`src/rtl/territory_cursor_ctrl_if.sv`:
```
// Keyboard/game-FSM side signals of the territory cursor controller.
// The slave modport is the controller; the master modport is whoever drives keys and accepts selections.
interface territory_cursor_ctrl_if #(
  parameter int unsigned IDX_W = 6
) ();
  logic             enable;
  logic [31:0]      keycode;
  logic             sel_ready;
  logic [IDX_W-1:0] cursor_idx;
  logic [IDX_W-1:0] prev_cursor_idx;
  logic             cursor_moved;
  logic             sel_valid;
  logic [IDX_W-1:0] sel_idx;
  logic             cancel;

  modport master (
    output enable, keycode, sel_ready,
    input  cursor_idx, prev_cursor_idx, cursor_moved, sel_valid, sel_idx, cancel
  );

  modport slave (
    input  enable, keycode, sel_ready,
    output cursor_idx, prev_cursor_idx, cursor_moved, sel_valid, sel_idx, cancel
  );
endinterface

```
`src/rtl/territory_cursor_ctrl.sv`:
```
// Converts HID keycodes into territory cursor steps with hold-to-repeat, plus an Enter
// selection handed to the game FSM over valid/ready and an Escape cancel pulse.
module territory_cursor_ctrl #(
  parameter int unsigned NUM_TERR      = 42,
  parameter int unsigned IDX_W         = $clog2(NUM_TERR),
  parameter int unsigned REPEAT_DELAY  = 25000000,
  parameter int unsigned REPEAT_PERIOD = 5000000
) (
  input logic                    clk,
  input logic                    reset_n,
  territory_cursor_ctrl_if.slave bus
);

  localparam int unsigned CntMax = (REPEAT_DELAY > REPEAT_PERIOD) ? REPEAT_DELAY : REPEAT_PERIOD;
  localparam int unsigned CntW   = $clog2(CntMax + 1);
  localparam logic [IDX_W-1:0] LastIdx = IDX_W'(NUM_TERR - 1);

  typedef enum logic [1:0] {StIdle, StReady, StHold, StSelect} state_e;

  state_e           r_state_q, r_state_d;
  logic [31:0]      r_prev_key_q;
  logic [IDX_W-1:0] r_cursor_q, r_cursor_d;
  logic [IDX_W-1:0] r_prev_cursor_q, r_prev_cursor_d;
  logic [IDX_W-1:0] r_sel_idx_q, r_sel_idx_d;
  logic             r_sel_valid_q, r_sel_valid_d;
  logic             r_moved_q, r_moved_d;
  logic             r_cancel_q, r_cancel_d;
  logic [CntW-1:0]  r_cnt_q, r_cnt_d;

  logic w_held_next, w_held_prev, w_held_enter, w_held_esc;
  logic w_was_next, w_was_prev, w_was_enter, w_was_esc;
  logic w_new_next, w_new_prev, w_new_enter, w_new_esc;
  logic w_step, w_step_fwd;

  // Byte position within the HID report carries no meaning; any slot may hold a key.
  function automatic logic any_byte(input logic [31:0] kc, input logic [7:0] a,
                                    input logic [7:0] b, input logic [7:0] c);
    logic hit;
    hit = 1'b0;
    for (int i = 0; i < 4; i++) begin
      if (kc[8*i +: 8] == a || kc[8*i +: 8] == b || kc[8*i +: 8] == c) hit = 1'b1;
    end
    return hit;
  endfunction

  always_comb begin
    w_held_next  = any_byte(bus.keycode, 8'h4F, 8'h51, 8'h07);
    w_held_prev  = any_byte(bus.keycode, 8'h50, 8'h52, 8'h04);
    w_held_enter = any_byte(bus.keycode, 8'h28, 8'h28, 8'h28);
    w_held_esc   = any_byte(bus.keycode, 8'h29, 8'h29, 8'h29);
    w_was_next   = any_byte(r_prev_key_q, 8'h4F, 8'h51, 8'h07);
    w_was_prev   = any_byte(r_prev_key_q, 8'h50, 8'h52, 8'h04);
    w_was_enter  = any_byte(r_prev_key_q, 8'h28, 8'h28, 8'h28);
    w_was_esc    = any_byte(r_prev_key_q, 8'h29, 8'h29, 8'h29);
    w_new_next   = w_held_next  & ~w_was_next;
    w_new_prev   = w_held_prev  & ~w_was_prev;
    w_new_enter  = w_held_enter & ~w_was_enter;
    w_new_esc    = w_held_esc   & ~w_was_esc;
  end

  always_comb begin
    r_state_d       = r_state_q;
    r_cursor_d      = r_cursor_q;
    r_prev_cursor_d = r_prev_cursor_q;
    r_sel_idx_d     = r_sel_idx_q;
    r_sel_valid_d   = r_sel_valid_q;
    r_moved_d       = 1'b0;
    r_cancel_d      = 1'b0;
    r_cnt_d         = r_cnt_q;
    w_step          = 1'b0;
    w_step_fwd      = 1'b0;

    unique case (r_state_q)
      StIdle: begin
        if (bus.enable) r_state_d = StReady;
      end
      StSelect: begin
        if (bus.sel_ready) begin
          r_sel_valid_d = 1'b0;
          r_state_d     = bus.enable ? StReady : StIdle;
        end
      end
      StReady, StHold: begin
        if (!bus.enable) begin
          r_state_d = StIdle;
          r_cnt_d   = '0;
        end else if (w_new_enter) begin
          r_sel_idx_d   = r_cursor_q;
          r_sel_valid_d = 1'b1;
          r_cnt_d       = '0;
          r_state_d     = StSelect;
        end else if (w_new_esc) begin
          r_cancel_d = 1'b1;
        end else if (r_state_q == StReady) begin
          // Opposite directions pressed together cancel out.
          if (w_new_next ^ w_new_prev) begin
            w_step     = 1'b1;
            w_step_fwd = w_new_next;
            r_cnt_d    = CntW'(REPEAT_DELAY);
            r_state_d  = StHold;
          end
        end else if (w_held_next ^ w_held_prev) begin
          if (r_cnt_q == CntW'(1)) begin
            w_step     = 1'b1;
            w_step_fwd = w_held_next;
            r_cnt_d    = CntW'(REPEAT_PERIOD);
          end else begin
            r_cnt_d = r_cnt_q - CntW'(1);
          end
        end else begin
          r_cnt_d   = '0;
          r_state_d = StReady;
        end
      end
      default: r_state_d = StIdle;
    endcase

    if (w_step) begin
      r_prev_cursor_d = r_cursor_q;
      r_moved_d       = 1'b1;
      if (w_step_fwd) r_cursor_d = (r_cursor_q == LastIdx) ? '0 : r_cursor_q + IDX_W'(1);
      else            r_cursor_d = (r_cursor_q == '0) ? LastIdx : r_cursor_q - IDX_W'(1);
    end
  end

  always_ff @(posedge clk or negedge reset_n) begin
    if (!reset_n) begin
      r_state_q       <= StIdle;
      r_prev_key_q    <= '0;
      r_cursor_q      <= '0;
      r_prev_cursor_q <= '0;
      r_sel_idx_q     <= '0;
      r_sel_valid_q   <= 1'b0;
      r_moved_q       <= 1'b0;
      r_cancel_q      <= 1'b0;
      r_cnt_q         <= '0;
    end else begin
      r_state_q       <= r_state_d;
      r_prev_key_q    <= bus.keycode;
      r_cursor_q      <= r_cursor_d;
      r_prev_cursor_q <= r_prev_cursor_d;
      r_sel_idx_q     <= r_sel_idx_d;
      r_sel_valid_q   <= r_sel_valid_d;
      r_moved_q       <= r_moved_d;
      r_cancel_q      <= r_cancel_d;
      r_cnt_q         <= r_cnt_d;
    end
  end

  assign bus.cursor_idx      = r_cursor_q;
  assign bus.prev_cursor_idx = r_prev_cursor_q;
  assign bus.cursor_moved    = r_moved_q;
  assign bus.sel_valid       = r_sel_valid_q;
  assign bus.sel_idx         = r_sel_idx_q;
  assign bus.cancel          = r_cancel_q;

endmodule
```
`src/flat_wrapper.sv`:
```
// flat-port wrapper written by rule: the top's interface ports become plain ports
module territory_cursor_ctrl_flat 
#(
  parameter int unsigned NUM_TERR      = 42,
  parameter int unsigned IDX_W         = $clog2(NUM_TERR),
  parameter int unsigned REPEAT_DELAY  = 25000000,
  parameter int unsigned REPEAT_PERIOD = 5000000
)
  (clk, reset_n, bus_enable, bus_keycode, bus_sel_ready, bus_cursor_idx, bus_prev_cursor_idx, bus_cursor_moved, bus_sel_valid, bus_sel_idx, bus_cancel);
  territory_cursor_ctrl_if #(.IDX_W(IDX_W)) bus_i ();
  input logic clk;
  input logic reset_n;
  input wire logic [$bits(bus_i.enable)-1:0] bus_enable;
  input wire logic [$bits(bus_i.keycode)-1:0] bus_keycode;
  input wire logic [$bits(bus_i.sel_ready)-1:0] bus_sel_ready;
  output wire logic [$bits(bus_i.cursor_idx)-1:0] bus_cursor_idx;
  output wire logic [$bits(bus_i.prev_cursor_idx)-1:0] bus_prev_cursor_idx;
  output wire logic [$bits(bus_i.cursor_moved)-1:0] bus_cursor_moved;
  output wire logic [$bits(bus_i.sel_valid)-1:0] bus_sel_valid;
  output wire logic [$bits(bus_i.sel_idx)-1:0] bus_sel_idx;
  output wire logic [$bits(bus_i.cancel)-1:0] bus_cancel;
  assign bus_i.enable = bus_enable;
  assign bus_i.keycode = bus_keycode;
  assign bus_i.sel_ready = bus_sel_ready;
  assign bus_cursor_idx = bus_i.cursor_idx;
  assign bus_prev_cursor_idx = bus_i.prev_cursor_idx;
  assign bus_cursor_moved = bus_i.cursor_moved;
  assign bus_sel_valid = bus_i.sel_valid;
  assign bus_sel_idx = bus_i.sel_idx;
  assign bus_cancel = bus_i.cancel;
  territory_cursor_ctrl #(.NUM_TERR(NUM_TERR), .IDX_W(IDX_W), .REPEAT_DELAY(REPEAT_DELAY), .REPEAT_PERIOD(REPEAT_PERIOD)) u_core (.clk(clk), .reset_n(reset_n), .bus(bus_i));
endmodule
```
`config.mk`:
```
export PLATFORM = sky130hd
export DESIGN_NAME = territory_cursor_ctrl_flat
export DESIGN_NICKNAME = d
export VERILOG_FILES = /design/src/rtl/territory_cursor_ctrl_if.sv /design/src/rtl/territory_cursor_ctrl.sv /design/src/flat_wrapper.sv
export SDC_FILE = /design/constraint.sdc
export NUM_CORES = 1
export LEC_CHECK = 0
export CORE_MARGIN = 2
export CORE_UTILIZATION = 50
export CTS_CLUSTER_DIAMETER = 150
export DETAILED_ROUTE_END_ITERATION = 10
export PLACE_DENSITY = 0.76
export SLEW_MARGIN = 20
export SYNTH_ARGS = -nofsm -noshare
export SYNTH_HDL_FRONTEND = slang
export SYNTH_SLANG_ARGS = --single-unit
export TNS_END_PERCENT = 50
```
`constraint.sdc`:
```
create_clock -name clk -period 2.9 [get_ports clk]
set_input_delay 0.58 -clock clk [delete_from_list [all_inputs] [get_ports clk]]
set_output_delay 0.58 -clock clk [all_outputs]
set_load 0.1 [all_outputs]
```
==> results.sh, run 1 <==
export IMPL_status="finished, violations left"
export IMPL_violations="setup timing"
export IMPL_wl_met3_um=857
export IMPL_grt_pass1_wl_um=21950
export IMPL_clk_insertion_delay_late_ns=0.37
export IMPL_cts_root_buf="clkbuf_8"
export IMPL_syn_nets=551
export IMPL_setup_ws_ns=-0.1879
export IMPL_fp_dieW_um=99.40
export IMPL_vias=4687
export IMPL_cts_tree="yes"
export IMPL_postLayoutCoreUtil_pct=73.79
export IMPL_drt_met1_wl_um=5601
export IMPL_hold_violations=0
export IMPL_yosys_warnings=0
export IMPL_place_congestion=0.8922
export IMPL_wl_met2_um=6595
export IMPL_grt_pass1_vias=4558
export IMPL_final_common_cell="buf_4"
export IMPL_grt_usage_pct=27.70
export IMPL_nFillCells=599
export IMPL_path_class="in -> reg"
export IMPL_hold_class="in -> async"
export IMPL_cp_end_kind="flip-flop"
export IMPL_synthFlopType="dfrtp_1"
export IMPL_routed_wl_um=13580
export IMPL_ff_latch_area_um2=2002
export IMPL_viasPerCell=6.071
export IMPL_top_layer="met4"
export IMPL_finalSetupViolations=28
export IMPL_dieArea_um2=9880
export IMPL_ys_seq_area_share_pct=43.99
export IMPL_postSynthCellCount=504
export IMPL_hold_slack_ns=0.2256
export IMPL_drcViolationCount=0
export IMPL_coreArea_um2=8763
export IMPL_port_buffers=56
export IMPL_grt_max_degree=81
export IMPL_ir_drop_uv=524.1
export IMPL_worst_slew_pin_slew_ns=0.7160
export IMPL_ant_nets=0
export IMPL_clkPwrFrac_pct=19.8
export IMPL_syn_area_um2=4551
export IMPL_clkTransAtPathRegs_ns=0.08
export IMPL_antenna_cells=0
export IMPL_drtPass1Iterations=6
export IMPL_fp_dieH_um=99.40
export IMPL_combPwrFrac_pct=50.4
export IMPL_netlist_cell_type_count=62
export IMPL_wire_per_inst_um=17.58
export IMPL_max_slew_margin_pct=52.27
export IMPL_cts_sinks=80
export IMPL_multi_input_area_um2=2740
export IMPL_ctsHoldBuffers=0
export IMPL_grt_antenna_before_repair=0
export IMPL_htree_levels=3
export IMPL_async_flop_share_pct=100.0
export IMPL_drv_cap=0
export IMPL_finalSetupTns_ns=-2.844
export IMPL_yosys_register_bits=80
export IMPL_cts_buffers=9
export IMPL_cts_max_path_buffers=2
export IMPL_crit_path_max_fanout=6
export IMPL_p_seq_share_pct=29.8
export IMPL_critPathArrivalTime_ns=3.34
export IMPL_p_switching_mw=2.236
export IMPL_swShare_pct=44.40
export IMPL_ioPinCount=57
export IMPL_layout_drive_gt1_share_pct=34.64
export IMPL_worstSetupStartpointType="input port"
export IMPL_required_ns=3.15
export IMPL_fmax_ghz=0.3238
export IMPL_reg2reg_slack_ns=-0.09
export IMPL_period_share_pct=106.5
export IMPL_core_rowCount=34
export IMPL_finalCriticalPeriod_ns=3.088
export IMPL_clock_skew_ns=0.01189
export IMPL_drv_slew=0
export IMPL_synth_edff_count=0
export IMPL_p_int_mw=2.801
export IMPL_rsz0062_at_grt="yes"
export IMPL_mostFrequentLayoutCells="buf_4, dfrtp_1, nand2_1"
export IMPL_area_growth_syn_to_layout_pct=42.10
export IMPL_nNetsFinal=707
export IMPL_grt_overflow=0
export IMPL_powerDensity_nw_per_um2=778.9
export IMPL_p_leak_nw=2.976
export IMPL_drt_iter0_markers=319
export IMPL_dpl_hpwl_um=8929
export IMPL_initial_core_util_pct=51.93
export IMPL_synth_area_per_cell_um2=9.029
worst max-delay path, cell delays in order:
cell	delay, ns
buf_2	0.11
buf_4	0.14
nor4b_1	0.37
nand4_1	0.16
o21ai_1	0.20
nor4_4	0.10
buf_4	0.15
buf_4	0.12
buf_4	0.14
xnor2_1	0.54
buf_4	0.25
nor4b_4	0.05
buf_4	0.18
a31oi_1	0.15
o21ai_1	0.08
per-layer routing:
layer  track usage (%)  up-vias
met2             45.27      188
met3             5.692       54
met5                 0        -
met1             36.75     2266
met4             10.01        0
li1                  -     2179
cells by family after synthesis:
family	Yosys count	synth area share [%]
AOI/OAI and AO/OA	116	16.66
adders and majority gates	11	3.024
and+or+nand+nor	238	28.90
buffers and inverters	40	3.382
DFF	80	43.99
muxes	10	2.310
xor gates and xnor gates	9	1.732
layout make-up:
type | count | area share (%)
timing repair buffer | 160 | 19.37
multi-input combinational | 384 | 42.38
clock buffer | 10 | 2.128
tap | 108 | 2.090
inverter | 25 | 1.451
sequential | 80 | 30.96
clock inverter | 5 | 1.625
synth_stat cells, drive strengths merged (7+ instances only):
master / instances / share of area [%]
dfrtp: 80 / 44
nand2: 53 / 4.4
nor2: 52 / 4.3
o21ai: 38 / 4.2
inv: 24 / 2.0
a21oi: 20 / 2.2
nor3: 20 / 2.2
nand3: 18 / 2.0
nor4: 18 / 2.7
clkbuf: 12 / 0.99
ha: 11 / 3.0
nor4b: 11 / 2.3
a31oi: 8 / 1.1
nand4: 8 / 1.1
nor2b: 8 / 1.1
or4: 8 / 1.3
nor3b: 7 / 1.4
o211ai: 7 / 1.2
xnor2: 7 / 1.3
power by group through the flow:
stage	sequential [mW]	combinational, mW	clock [mW]
after floorplan	1.91	1.12	0
after global placement	1.48	2.24	0
after detailed placement	1.49	2.29	0
after CTS	1.48	2.39	1.01
after global routing	1.53	2.76	1.07
final	1.50	2.54	0.998
final timing paths:
kind                                                     from                            end  cells past startpoint
worst min-delay path                                  reset_n         u_core.r_prev_key_q[5]                      1
worst max register to register         u_core.r_prev_key_q[1]              u_core.r_cnt_q[7]                      9
worst max-delay path                          bus_keycode[28]             u_core.r_cnt_q[12]                     15
max in group asynchronous                             reset_n         u_core.r_prev_key_q[8]                      1
worst min register to register  u_core.bus.prev_cursor_idx[5]  u_core.bus.prev_cursor_idx[5]                      2
min in group clk                              bus_keycode[29]        u_core.r_prev_key_q[29]                      1
per-stage QoR:
step	power, mW	instance area [µm²]	setup slack (ns)	instances
global route	5.351	6466	-0.2367	772
CTS	4.881	6302	-0.07108	768
floorplan	3.034	4584	-0.3587	504
detailed placement	3.788	5859	-0.9542	745
global placement	3.726	5859	-0.8746	745
finish	5.037	6466	-0.1879	772
registers in the layout (all words and copies together) (netlist names):
signal and flops:
u_core.bus.cancel 1, u_core.bus.cursor_idx 6, u_core.bus.cursor_moved 1, u_core.bus.prev_cursor_idx 6
u_core.bus.sel_idx 6, u_core.bus.sel_valid 1, u_core.r_cnt_q 25, u_core.r_prev_key_q 32
u_core.r_state_q 2
timing repair:
item | CTS | global route
resized for setup | 123 | 45
gates cloned | 1 | 0
endpoints found under the setup margin | 47 | 42
pin swaps | 28 | 23
setup buffers | 8 | 5
(Power assumes the default switching activity.)
==> run 2: changes to the inputs <==
CAP_MARGIN = 20   (was default)
==> results of run 2 <==
No change in the layout: final DEF, timing and power equal those of run 1.
==> run 3: changes to the inputs <==
CORE_UTILIZATION = 35   (was 50)
PLACE_DENSITY = default   (was 0.76)
==> run 3 against run 2 <==
- largest power group unchanged
- utilization down 21 points
- largest cell class unchanged
- combinational power down 3%
- clock power up 27%
- the run still ends with setup timing left
==> results.sh, run 3 (same netlist as run 1, synthesis figures left out) <==
export IMPL_crit_path_end="u_core.r_cnt_q[5]"
export IMPL_grt_pass1_vias=4560
export IMPL_max_slew_margin_pct=50.39
export IMPL_antenna_cells=0
export IMPL_cts_max_path_buffers=2
export IMPL_grt_overflow=0
export IMPL_area_growth_syn_to_layout_pct=47.65
export IMPL_vias=4537
export IMPL_setup_ws_ns=-0.2988
export IMPL_critPathLaunch="bus_keycode[28]"
export IMPL_reg_largest_list="u_core.r_prev_key_q: 32 flops, u_core.r_cnt_q: 25 flops"
export IMPL_cts_sinks=80
export IMPL_dieArea_um2=13930
export IMPL_ctsHoldBuffers=0
export IMPL_viasPerCell=5.350
export IMPL_regMostFlops="u_core.r_prev_key_q"
export IMPL_p_seq_share_pct=28.5
export IMPL_cts_tree="yes"
export IMPL_path_class="in -> reg"
export IMPL_clock_skew_ns=0.008138
export IMPL_cp_end_kind="flip-flop"
export IMPL_hold_violations=0
export IMPL_largest_reg_flops=32
export IMPL_grt_usage_pct=19.13
export IMPL_combPwrFrac_pct=47.2
export IMPL_clkPwrFrac_pct=24.2
export IMPL_ir_drop_uv=557.9
export IMPL_coreArea_um2=12670
export IMPL_drtPass1Iterations=4
export IMPL_routed_wl_um=12980
export IMPL_p_leak_nw=3.068
export IMPL_power_mw=5.233
export IMPL_final_cells=848
export IMPL_ioPinCount=57
export IMPL_crit_path_max_fanout=3
export IMPL_cts_buffers=9
export IMPL_fp_dieW_um=118.0
export IMPL_final_common_cell="buf_4"
export IMPL_rr_worst_depth=13
export IMPL_placed_cells=816
export IMPL_cts_root_buf="clkbuf_16"
export IMPL_required_ns=3.16
export IMPL_critPathArrivalTime_ns=3.46
export IMPL_reg2reg_slack_ns=-0.15
export IMPL_drcViolationCount=0
export IMPL_worst_slew_pin_slew_ns=0.7441
export IMPL_wire_per_inst_um=15.31
export IMPL_clkTransAtPathRegs_ns=0.06
export IMPL_place_congestion=0.8837
export IMPL_nFillCells=1149
export IMPL_finalCriticalPeriod_ns=3.199
export IMPL_period_share_pct=110.3
export IMPL_mostFrequentLayoutCells="buf_4, dfrtp_1, nand2_1"
export IMPL_grt_pass1_wl_um=22030
export IMPL_swShare_pct=41.97
export IMPL_core_rowCount=41
export IMPL_nNetsFinal=718
export IMPL_timing_rr_start="u_core.r_prev_key_q[18]"
export IMPL_layout_drive_gt1_share_pct=32.25
export IMPL_drv_slew=0
export IMPL_hold_class="in -> async"
export IMPL_clk_insertion_delay_late_ns=0.33
export IMPL_grt_max_degree=81
export IMPL_r2r_end="u_core.r_cnt_q[5]"
export IMPL_powerDensity_nw_per_um2=778.9
export IMPL_port_buffers=56
export IMPL_htree_levels=3
export IMPL_fmax_ghz=0.3126
export IMPL_worstSetupStartpointType="input port"
export IMPL_p_int_mw=3.037
export IMPL_initial_core_util_pct=35.91
export IMPL_status="finished, violations left"
export IMPL_finalSetupViolations=18
export IMPL_drv_cap=0
export IMPL_ant_nets=0
export IMPL_p_switching_mw=2.196
export IMPL_rsz0062_at_grt="yes"
export IMPL_violations="setup timing"
export IMPL_drt_iter0_markers=179
export IMPL_fp_dieH_um=118.0
export IMPL_dpl_hpwl_um=9445
export IMPL_grt_antenna_before_repair=0
## run 3: changes by cell type in the layout (fill, tap and decap cells not counted), sizes merged
| cell | delta |
|---|---|
| clkinvlp | -2 |
| dlymetal6s2s | -1 |
| dlygate4sd2 | +5 |
| clkdlybuf4s50 | +2 |
| clkdlybuf4s15 | +3 |
| inv | -1 |
| clkinv | +1 |
| buf | +2 |
| clkbuf | +3 |
## run 3: per-layer routing
metal  GRT usage, %  share of wire [%]
met5              0                  0
met1          25.62                 47
met3          2.907                3.1
met4          5.196                1.3
met2          32.23                 48
## run 3: worst max-delay path: stages
cell and delay, ns:
buf_6 0.10, buf_6 0.11, or4_4 0.48, o211ai_1 0.29, nor2_2 0.10, nor2_1 0.14
o41ai_2 0.10, ha_1 0.33, nand2_2 0.10, o21ai_4 0.07, a31o_4 0.22, or4b_4 0.57
buf_4 0.16, o2bb2ai_2 0.12
## run 3: how the worst min path moves through the flow
| stage | endpoint | cells past startpoint |
|---|---|---|
| floorplan | u_core.bus.cancel | 0 |
| finish | u_core.r_prev_key_q[5] | 1 |
| global route | u_core.r_prev_key_q[5] | 1 |
| detailed placement | u_core.bus.prev_cursor_idx[3] | 2 |
| CTS | u_core.r_prev_key_q[5] | 1 |
| global placement | u_core.bus.prev_cursor_idx[3] | 2 |
## run 3: cell type report
type                    count  area (µm²)  share of cell area [%]
clock buffers              13       240.2                   3.575
clock inverters             3       90.09                   1.341
inverters                  25       93.84                   1.397
multi-input cells         384        2725                   40.56
flip-flops and latches     80        2002                   29.80
well taps                 172       215.2                   3.203
repair buffers            171        1353                   20.13
## run 3: repair_timing
action	CTS	global route
pin swaps	25	24
gates cloned	1	0
setup endpoints to repair	47	43
resized for setup	93	39
buffers inserted	16	5
## run 3: per-stage QoR
stage | cell area (µm²) | worst slack, ns | hold WS (ns) | setup TNS (ns) | util (%)
5_1_grt | 6719 | -0.3706 | 0.3375 | -4.985 | 53.03
3_5_place_dp | 5979 | -1.109 | 0.4667 | -31.93 | 47.19
4_1_cts | 6611 | -0.2703 | 0.4735 | -1.794 | 52.18
6_report | 6719 | -0.2988 | 0.2572 | -2.410 | 53.03
3_3_place_gp | 5979 | -0.9514 | 0.4624 | -29.46 | 47.19
2_1_floorplan | 4584 | -0.3587 | 0.2844 | -1.851 | -
## run 3: power groups by stage
| stage | logic [mW] | registers, mW | clock network [mW] |
|---|---|---|---|
| 2_1_floorplan | 1.12 | 1.91 | 0 |
| 3_3_place_gp | 2.29 | 1.49 | 0 |
| 3_5_place_dp | 2.33 | 1.50 | 0 |
| 4_1_cts | 2.41 | 1.48 | 1.29 |
| 5_1_grt | 2.72 | 1.52 | 1.34 |
| 6_report | 2.47 | 1.49 | 1.27 |
